<file path="config.mk">
export PLATFORM = sky130hd
export DESIGN_NAME = uart_tx
export DESIGN_NICKNAME = d
export VERILOG_FILES = /design/src/rtl/uart_pkg.sv /design/src/rtl/uart_baud_gen.sv /design/src/rtl/uart_tx.sv
export SDC_FILE = /design/constraint.sdc
export NUM_CORES = 1
export LEC_CHECK = 0
export CAP_MARGIN = 40
export CELL_PAD_IN_SITES_DETAIL_PLACEMENT = 0
export CELL_PAD_IN_SITES_GLOBAL_PLACEMENT = 2
export CORE_MARGIN = 4
export CORE_UTILIZATION = 33
export DETAILED_ROUTE_END_ITERATION = 6
export HOLD_SLACK_MARGIN = 0.15
export PLACE_DENSITY_LB_ADDON = 0.1
export SYNTH_ARGS = -nofsm -noshare
export SYNTH_HDL_FRONTEND = slang
export SYNTH_SLANG_ARGS = --single-unit
</file>
<file path="constraint.sdc">
create_clock -name clk -period 2.1 [get_ports clk]
set_input_delay 0.525 -clock clk [delete_from_list [all_inputs] [get_ports clk]]
set_output_delay 0.525 -clock clk [all_outputs]
set_load 0.01 [all_outputs]
</file>
<file path="src/rtl/uart_pkg.sv">
`default_nettype none
// +--------------------------------------------------------------------+
// | Module   : uart_pkg                                                |
// | Purpose  : Shared UART types, parity codes and timing helpers      |
// |            used by both the transmitter and the receiver.          |
// | Revision : 1.0 - initial release                                   |
// +--------------------------------------------------------------------+
package uart_pkg;

  // Parity mode codes carried on the EN_PARITY parameter
  localparam int PARITY_NONE = 0;
  localparam int PARITY_EVEN = 10;
  localparam int PARITY_ODD  = 11;

  // Line-side frame phases
  typedef enum logic [2:0] {
    ST_IDLE   = 3'd0,
    ST_START  = 3'd1,
    ST_DATA   = 3'd2,
    ST_PARITY = 3'd3,
    ST_STOP   = 3'd4
  } uart_state_e;

  // Clocks per line bit, truncated toward zero
  function automatic int calc_bit_cycles(input int clock_freq, input int baud_rate);
    return clock_freq / baud_rate;
  endfunction

  // Width of a counter that must hold 0..bit_cycles-1
  function automatic int calc_cnt_width(input int bit_cycles);
    return (bit_cycles > 1) ? $clog2(bit_cycles) : 1;
  endfunction

endpackage : uart_pkg
`default_nettype wire

</file>
<file path="src/rtl/uart_baud_gen.sv">
`default_nettype none
// +--------------------------------------------------------------------+
// | Module   : uart_baud_gen                                           |
// | Purpose  : Bit-period counter; flags the last clock of each bit.   |
// | Revision : 1.0 - initial release                                   |
// +--------------------------------------------------------------------+
module uart_baud_gen
  import uart_pkg::*;
#(
  parameter int CLOCK_FREQ = 50_000_000,
  parameter int BAUD_RATE  = 9600
) (
  input  logic clk,
  input  logic rst_n,
  input  logic clear_i,
  input  logic enable_i,
  output logic bit_end_o
);

  localparam int BIT_CYCLES = calc_bit_cycles(CLOCK_FREQ, BAUD_RATE);
  localparam int CNT_W      = calc_cnt_width(BIT_CYCLES);
  localparam logic [CNT_W-1:0] LAST_CNT = CNT_W'(BIT_CYCLES - 1);

  generate
    if (BIT_CYCLES < 2) begin : g_bad_baud
      $error("uart_baud_gen: CLOCK_FREQ/BAUD_RATE must be at least 2");
    end
  endgenerate

  logic [CNT_W-1:0] cnt_q;
  logic [CNT_W-1:0] cnt_d;

  assign bit_end_o = enable_i && (cnt_q == LAST_CNT);

  // Count within a bit, wrapping exactly at the bit boundary
  always_comb begin
    cnt_d = cnt_q;
    if (clear_i) begin
      cnt_d = '0;
    end else if (enable_i) begin
      cnt_d = bit_end_o ? '0 : cnt_q + 1'b1;
    end
  end

  // Counter register
  always_ff @(posedge clk or negedge rst_n) begin
    if (!rst_n) begin
      cnt_q <= '0;
    end else begin
      cnt_q <= cnt_d;
    end
  end

endmodule : uart_baud_gen
`default_nettype wire

</file>
<file path="src/rtl/uart_tx.sv">
`default_nettype none
// +--------------------------------------------------------------------+
// | Module   : uart_tx                                                 |
// | Purpose  : UART transmitter, 8 data bits LSB-first, optional       |
// |            parity, one stop bit, ready/valid byte handshake.       |
// | Revision : 1.0 - initial release                                   |
// +--------------------------------------------------------------------+
module uart_tx
  import uart_pkg::*;
#(
  parameter int CLOCK_FREQ = 50_000_000,
  parameter int BAUD_RATE  = 9600,
  parameter int EN_PARITY  = PARITY_ODD
) (
  input  logic       clk,
  input  logic       rst_n,
  input  logic [7:0] i_data,
  input  logic       i_data_valid,
  output logic       o_ready,
  output logic       o_uart_tx,
  output logic       o_tx_done
);

  generate
    if ((EN_PARITY != PARITY_NONE) && (EN_PARITY != PARITY_EVEN) &&
        (EN_PARITY != PARITY_ODD)) begin : g_bad_parity
      $error("uart_tx: EN_PARITY must be 0, 10 or 11");
    end
  endgenerate

  uart_state_e state_q, state_d;
  logic [7:0]  data_q, data_d;
  logic [2:0]  bit_cnt_q, bit_cnt_d;
  logic        tx_q, tx_d;
  logic        done_q, done_d;
  logic        bit_end;
  logic        parity_bit;

  // Bit timer restarts on every phase change so each phase is a full bit
  uart_baud_gen #(
    .CLOCK_FREQ(CLOCK_FREQ),
    .BAUD_RATE (BAUD_RATE)
  ) u_baud (
    .clk      (clk),
    .rst_n    (rst_n),
    .clear_i  (state_d != state_q),
    .enable_i (state_q != ST_IDLE),
    .bit_end_o(bit_end)
  );

  // Parity always comes from the latched byte, never from live input
  assign parity_bit = (EN_PARITY == PARITY_EVEN) ? (^data_q) : (~^data_q);

  assign o_ready   = (state_q == ST_IDLE);
  assign o_uart_tx = tx_q;
  assign o_tx_done = done_q;

  // State register
  always_ff @(posedge clk or negedge rst_n) begin
    if (!rst_n) begin
      state_q <= ST_IDLE;
    end else begin
      state_q <= state_d;
    end
  end

  // Next-state selection, one transition per completed bit
  always_comb begin
    state_d = state_q;
    case (state_q)
      ST_IDLE:   if (i_data_valid) state_d = ST_START;
      ST_START:  if (bit_end) state_d = ST_DATA;
      ST_DATA:   if (bit_end && (bit_cnt_q == 3'd7))
                   state_d = (EN_PARITY != PARITY_NONE) ? ST_PARITY : ST_STOP;
      ST_PARITY: if (bit_end) state_d = ST_STOP;
      ST_STOP:   if (bit_end) state_d = ST_IDLE;
      default:   state_d = ST_IDLE;
    endcase
  end

  // Datapath and line value for the upcoming cycle, keyed on the next state
  always_comb begin
    data_d    = data_q;
    bit_cnt_d = '0;
    done_d    = (state_q == ST_STOP) && bit_end;
    if ((state_q == ST_IDLE) && i_data_valid) begin
      data_d = i_data;
    end
    if (state_q == ST_DATA) begin
      bit_cnt_d = bit_end ? bit_cnt_q + 3'd1 : bit_cnt_q;
    end
    case (state_d)
      ST_START:  tx_d = 1'b0;
      ST_DATA:   tx_d = data_q[bit_cnt_d];
      ST_PARITY: tx_d = parity_bit;
      default:   tx_d = 1'b1;
    endcase
  end

  // Datapath and output registers
  always_ff @(posedge clk or negedge rst_n) begin
    if (!rst_n) begin
      data_q    <= '0;
      bit_cnt_q <= '0;
      tx_q      <= 1'b1;
      done_q    <= 1'b0;
    end else begin
      data_q    <= data_d;
      bit_cnt_q <= bit_cnt_d;
      tx_q      <= tx_d;
      done_q    <= done_d;
    end
  end

endmodule : uart_tx
`default_nettype wire

</file>
Word-level counts from Yosys, hierarchy flattened
Cells that the tools add are included.

Register bits after elaboration: 29. Input port bits: 11. Output and inout port bits: 3.

Add/sub/neg operators: 2. Order comparisons: 1. Equal/unequal tests: 10. Muxes and demuxes: 14. Reduce and logical (&&, ||, !) cells: 8.

Operator list (count): $mux W13 (3); $mux W3 (7); $pmux W3 S5 (1); $add A13 B1 Y13 const B (1); $eq A13 B13 Y1 const B (1); $eq A3 B2 Y1 const B (4); $reduce_xnor A8 Y1 (1); $eq A3 B1 Y1 const B (2); $eq A3 B3 Y1 const B (2); $logic_and A1 B1 Y1 (4); $lt A3 B4 Y1 const B (1); $add A3 B1 Y3 const B (1); $bmux W1 S3 (1); $logic_not A3 Y1 (1); $ne A3 B3 Y1 (1); $pmux W1 S3 (1); $reduce_bool A3 Y1 (1); $reduce_bool A2 Y1 (1); $mux W1 (1).

Logic depth before layout (Yosys ltp)
Depth in word-level cells: 7. Mapped depth: 10. Mapped depth without buffers: 8.

Cells and area by module
Synthesis repeated with hierarchy kept, for this count alone.

Cells, all modules: 149. Area, all modules: 1594.0 µm².

By module, submodules not included: uart_tx (instances 1, cells each 74, area each 848.3 µm²); uart_baud_gen (instances 1, cells each 75, area each 745.7 µm²).

Worst setup path before layout
No wires, ideal clock.

Path type: register to register. Start: reg u_baud.cnt_q[0]. End: reg tx_q, in the netlist o_uart_tx. Data arrival time: 2.196 ns. Data required time: 2.014 ns. Path slack: -0.182 ns. Stages on the path, launching flop included: 10. Period minus slack after synthesis: 2.282 ns. Cell sequence: dfrtp_1 -> ha_1 -> and4b_1 -> buf_6 -> and3_1 -> buf_6 -> mux2_4 -> a311oi_2 -> nor3b_1 -> o41a_1.

Cells in the longest elaborated chain, start to end: 7. Elaborated cells between the ends (all ways): 16. Classes of those cells: eq/ne: 4; mux: 10; reduce/logical: 2.

Ends and longest elaborated chain: from (decl) (line uart_baud_gen.sv:30) `logic [CNT_W-1:0] cnt_q;`; from (signal assigned) (line uart_baud_gen.sv:50) `cnt_q <= cnt_d;`; $eq A13 B13 Y1 * (line uart_baud_gen.sv:33) `assign bit_end_o = enable_i && (cnt_q == LAST_CNT);`; $logic_and A1 B1 Y1 * (line uart_baud_gen.sv:33); $mux W3 / $logic_and A1 B1 Y1 (equally long branches) (line uart_tx.sv:90, uart_tx.sv:73); $mux W3, on equally long branches (line uart_tx.sv:89, uart_tx.sv:73); $bmux W1 S3 / $pmux W3 S5 (equally long branches) (line uart_tx.sv:94, uart_tx.sv:70); $mux W1 (not written as such) (tied with other cells) (line uart_tx.sv:94) `ST_DATA: tx_d = data_q[bit_cnt_d];`; $pmux W1 S3 * (line uart_tx.sv:92) `case (state_d)`; net tx_d (line uart_tx.sv:34) `logic tx_q, tx_d;`; to (signal assigned) (line uart_tx.sv:110) `tx_q <= tx_d;`; to (decl) (line uart_tx.sv:34).

The timed path passes the listed nets; every way through them passes the cells marked *. The select of a mux whose other input is x is not followed. A chain may end at the register's enable or synchronous reset.

Final worst setup path
Start: reg u_baud.cnt_q[1]. End: reg tx_q, in the netlist o_uart_tx.

Cells in the longest elaborated chain, start to end: 7. Elaborated cells between the ends (all ways): 16. Classes of those cells: eq/ne: 4; mux: 10; reduce/logical: 2.

Ends and longest elaborated chain: $eq A13 B13 Y1 (line uart_baud_gen.sv:33); $logic_and A1 B1 Y1 (line uart_baud_gen.sv:33); $mux W3 (line uart_tx.sv:90) `bit_cnt_d = bit_end ? bit_cnt_q + 3'd1 : bit_cnt_q;`; $mux W3 (line uart_tx.sv:89) `if (state_q == ST_DATA) begin`; net bit_cnt_d[1] (line uart_tx.sv:33) `logic [2:0] bit_cnt_q, bit_cnt_d;`; $bmux W1 S3 (line uart_tx.sv:94); $mux W1 (not written as such) (line uart_tx.sv:94); $pmux W1 S3 (line uart_tx.sv:92); net tx_d (line uart_tx.sv:34).

The timed path passes the listed nets, and every way through them passes these cells. The select of a mux whose other input is x is not followed.

==> summary.log <==
qor: floorplanning.dieHeight 78.4 um
qor: critical_path.critical_path.endpoint_type flop
qor: timing.report.final.hold_viol_count 0
qor: logic_synthesis.synthesized_area 0.00163 mm2
qor: timing.min_period_over_period 0.992
qor: critical_path.r2r_end o_uart_tx
qor: timing.layout_setup_ws 0.0162 ns
qor: timing.report.final.setup_viol 0
qor: place.port-buffer-count 13
qor: cells_and_area.finalNetCount 209
qor: floorplanning.die-width 78.4 um
qor: timing.clock_skew 0.00579 ns
qor: logic_synthesis.top_ff_cell_synth sky130_fd_sc_hd__dfrtp_1
qor: floorplanning.floorplan.die_area 0.00614 mm2
qor: logic_synthesis.postSynth.asyncResetShare 1.00
qor: floorplanning.io-pin-count 14
qor: floorplanning.floorplan.rows 25
qor: critical_path.regToRegSetupSlack 0.02 ns
qor: timing.fin_crit 2.08 ns
qor: clocking.htreeDepth 2
qor: cells_and_area.area_taken_by_flip_flops_and_latches 729 um2
qor: clocking.cts_sinks 29
qor: detailed_routing.route.detailed.drc 0
qor: timing.tightest_slew 0.430 ns
qor: global_routing.grt_pass1_wl 6460 um
qor: critical_path.worst-path-stages 8
qor: cells_and_area.drive_gt1_frac 0.296
qor: detailed_routing.wl_met2 1680 um
qor: floorplanning.core 0.00475 mm2
qor: detailed_routing.met1_length 1870 um
qor: detailed_routing.drt-pass1-iter-count 4
qor: global_routing.grt_antenna_before_repair 0
qor: clocking.worst_setup_hold_path_clk_slew 0.07 ns
qor: critical_path.worstRegToRegCells 8
qor: critical_path.worst_r2r_start u_baud.cnt_q[1]
qor: critical_path.worstSetupEndpoint o_uart_tx
qor: detailed_routing.vias_per_cell 5.04
qor: cells_and_area.multi_input_area 872 um2
qor: logic_synthesis.synth_enable_flop_cells 0
qor: place.placed_cells_incl_taps 253
qor: critical_path.worst_path_dominant_cell_family compound AO/OA/AOI/OAI gates
qor: run_status.run_status finished clean
qor: power_and_ir_drop.vdd_ir_drop_max 0.431 mV
qor: detailed_routing.highest_layer met4
qor: logic_synthesis.synth.lib_cells_used.distinct 44
qor: global_routing.gr-total-overflow 0
qor: logic_synthesis.postSynthRegisterBits 29
qor: clocking.ctsLongestPathBuffers 2
qor: timing.final.setup.tns 0 ns
qor: power_and_ir_drop.powerDensity 752 mW/mm2
qor: global_routing.global_route.usage.total 0.135
qor: timing.timing.slew.headroom 0.714
qor: detailed_routing.routed_wire_length_per_instance 14.3 um
qor: logic_synthesis.yosys_warnings 0
qor: detailed_routing.dr_wl_met3 171 um
qor: critical_path.worstPathMaxFanout 4
qor: cells_and_area.final_cell_mix 26 x sky130_fd_sc_hd__dfrtp_1, 25 x sky130_fd_sc_hd__buf_4, 14 x sky130_fd_sc_hd__nor2_1, 12 x sky130_fd_sc_hd__xnor2_1, 12 x sky130_fd_sc_hd__clkdlybuf4s50_1
qor: place.gp_congestion 0.835
qor: critical_path.origin_of_the_worst_setup_path u_baud.cnt_q[1]
qor: logic_synthesis.postSynthCellCount 157
qor: global_routing.first_global_vias 1315
qor: clocking.clkLatencyLatePin 0.28 ns
qor: detailed_routing.final_antenna_net_count 0
qor: hold_path.worstHoldStart data_q[2]
qor: place.placement.setup.worst_slack -0.0460 ns
qor: detailed_routing.iteration_0_drc_markers 78
qor: critical_path.critPathSlowestCell sky130_fd_sc_hd__dfrtp_1
qor: cells_and_area.final-instance-count-excl-fill 263
qor: power_and_ir_drop.static-leakage-power 0.888 nW
qor: hold_path.min-delay-path-class reg2reg
qor: place.dp_wirelength 2720 um
qor: logic_synthesis.synth.yosys.seq_area_share 0.445
qor: floorplanning.initial_core_util 0.344
qor: critical_path.cp_data_arrival_time 2.29 ns
qor: clocking.tritoncts_clock_tree done
qor: critical_path.crit_path_max_incr_delay 0.39 ns
qor: critical_path.cp_data_required_time 2.30 ns
qor: timing.finalMaxSlewViolations 0
qor: critical_path.timing.critical_path.cells ha_2 > and4b_1 > and3_4 > mux2_4 > inv_2 > a311oi_1 > nor3_1 > o41a_1
qor: detailed_routing.vias 1326
qor: critical_path.crit_path_start_kind flop
qor: timing.clock.fmax 480 MHz
qor: cells_and_area.area_delta_synth_final 28.5%
qor: logic_synthesis.total_nets_after_synthesis 171
qor: job.max_cap_violations 0
qor: global_routing.largest_net_degree_at_the_start_of_global_routing 30
qor: logic_synthesis.post_synthesis_area_per_instance 10.4 um2
qor: cells_and_area.mostFrequentLayoutCell sky130_fd_sc_hd__dfrtp_1
qor: clocking.tritoncts.num_buffers 5
qor: critical_path.number_of_buffer_and_inverter_instances_along_the_worst_setup_path 1
qor: cells_and_area.fill_cells 477
qor: detailed_routing.wirelength 3750 um
qor: critical_path.timing_worst_setup_path_type reg2reg
qor: cells_and_area.num_antenna_cells 0
qor: clocking.root_buffer sky130_fd_sc_hd__clkbuf_8
qor: timing.grt_setup_unrepaired true
registers in the layout, summed over array words and instances (netlist names):
register,flops
u_baud.cnt_q,13
data_q,8
bit_cnt_q,3
state_q,3
o_tx_done,1
o_uart_tx,1
area by class of cell:
cell class / count / share of cell area
Multi-Input combinational cell: 117 / 0.415
Clock inverter: 2 / 0.00477
Sequential cell: 29 / 0.347
Tap cell: 67 / 0.0399
Inverter: 4 / 0.00715
Clock buffer: 6 / 0.0346
Timing Repair Buffer: 38 / 0.151
logic make-up (layout without fill, tap and decap cells):
kind of cell    after synthesis  after routing  synth area share
simple gates                 63             63             0.225
flops                        29             29             0.445
compound gates               24             24             0.106
xor+xnor                     18             18             0.101
buf+inv                      11             50            0.0352
mux                           9              9            0.0643
fa+ha+maj                     3              3            0.0230
through the flow:
stage	total power [mW]	hold slack, ns	util	instance area, um2
finish	1.58	0.560	0.442	2100
global route	1.68	0.584	0.442	2100
CTS	1.60	0.564	0.441	2100
detailed placement	1.12	0.549	0.418	1990
global placement	1.11	0.544	0.418	1990
floorplan	0.924	0.229	-	1640
routing by layer:
metal,vias up,track usage
met3,4,0.0401
met1,644,0.192
met5,-,0
li1,649,-
met4,0,0.0367
met2,29,0.199
worst min-delay path by stage:
stage | to | slack [ns] | cells after the start
3_3_place_gp | u_baud.cnt_q[1] | 0.54 | 1
4_1_cts | u_baud.cnt_q[12] | 0.56 | 2
2_1_floorplan | bit_cnt_q[0] | 0.23 | 0
3_5_place_dp | u_baud.cnt_q[12] | 0.55 | 2
6_report | data_q[2] | 0.56 | 1
5_1_grt | u_baud.cnt_q[12] | 0.58 | 2
Yosys cell counts, types with 2 or more instances:
cell type                  number  area share
sky130_fd_sc_hd__nor3_1        11       0.034
sky130_fd_sc_hd__a311oi_1       5       0.027
sky130_fd_sc_hd__ha_1           3       0.023
sky130_fd_sc_hd__and2_1         2      0.0077
sky130_fd_sc_hd__nor4b_1        2       0.011
sky130_fd_sc_hd__mux2_2         8       0.055
sky130_fd_sc_hd__buf_6          2       0.014
sky130_fd_sc_hd__inv_1          3      0.0069
sky130_fd_sc_hd__nor2b_1        2      0.0077
sky130_fd_sc_hd__and4_2         2       0.012
sky130_fd_sc_hd__nor3b_1        2      0.0092
sky130_fd_sc_hd__a31oi_1        2      0.0077
sky130_fd_sc_hd__nand3_1        4       0.012
sky130_fd_sc_hd__dfrtp_1       28        0.43
sky130_fd_sc_hd__o21ai_0        7       0.021
sky130_fd_sc_hd__nand2_1       11       0.025
sky130_fd_sc_hd__nor2_1        14       0.032
sky130_fd_sc_hd__a21oi_1        3      0.0092
sky130_fd_sc_hd__xnor2_1       12       0.064
sky130_fd_sc_hd__nand4_1        3       0.011
sky130_fd_sc_hd__xor2_1         5       0.027
sky130_fd_sc_hd__clkbuf_1       4      0.0092
repair_timing:
action	CTS	global route
pin swaps	0	1
setup endpoints to repair	2	1
resized for setup	5	1
hold buffers	0	0
buffers inserted	2	0
report_power, final:
part	switching [mW]	leakage, nW	internal (mW)
combinational	0.198	0.475	0.237
clock	0.222	0.0450	0.229
sequential	0.0536	0.368	0.638
total	0.474	0.888	1.10
No activity file was read; power rests on OpenSTA's default activity.
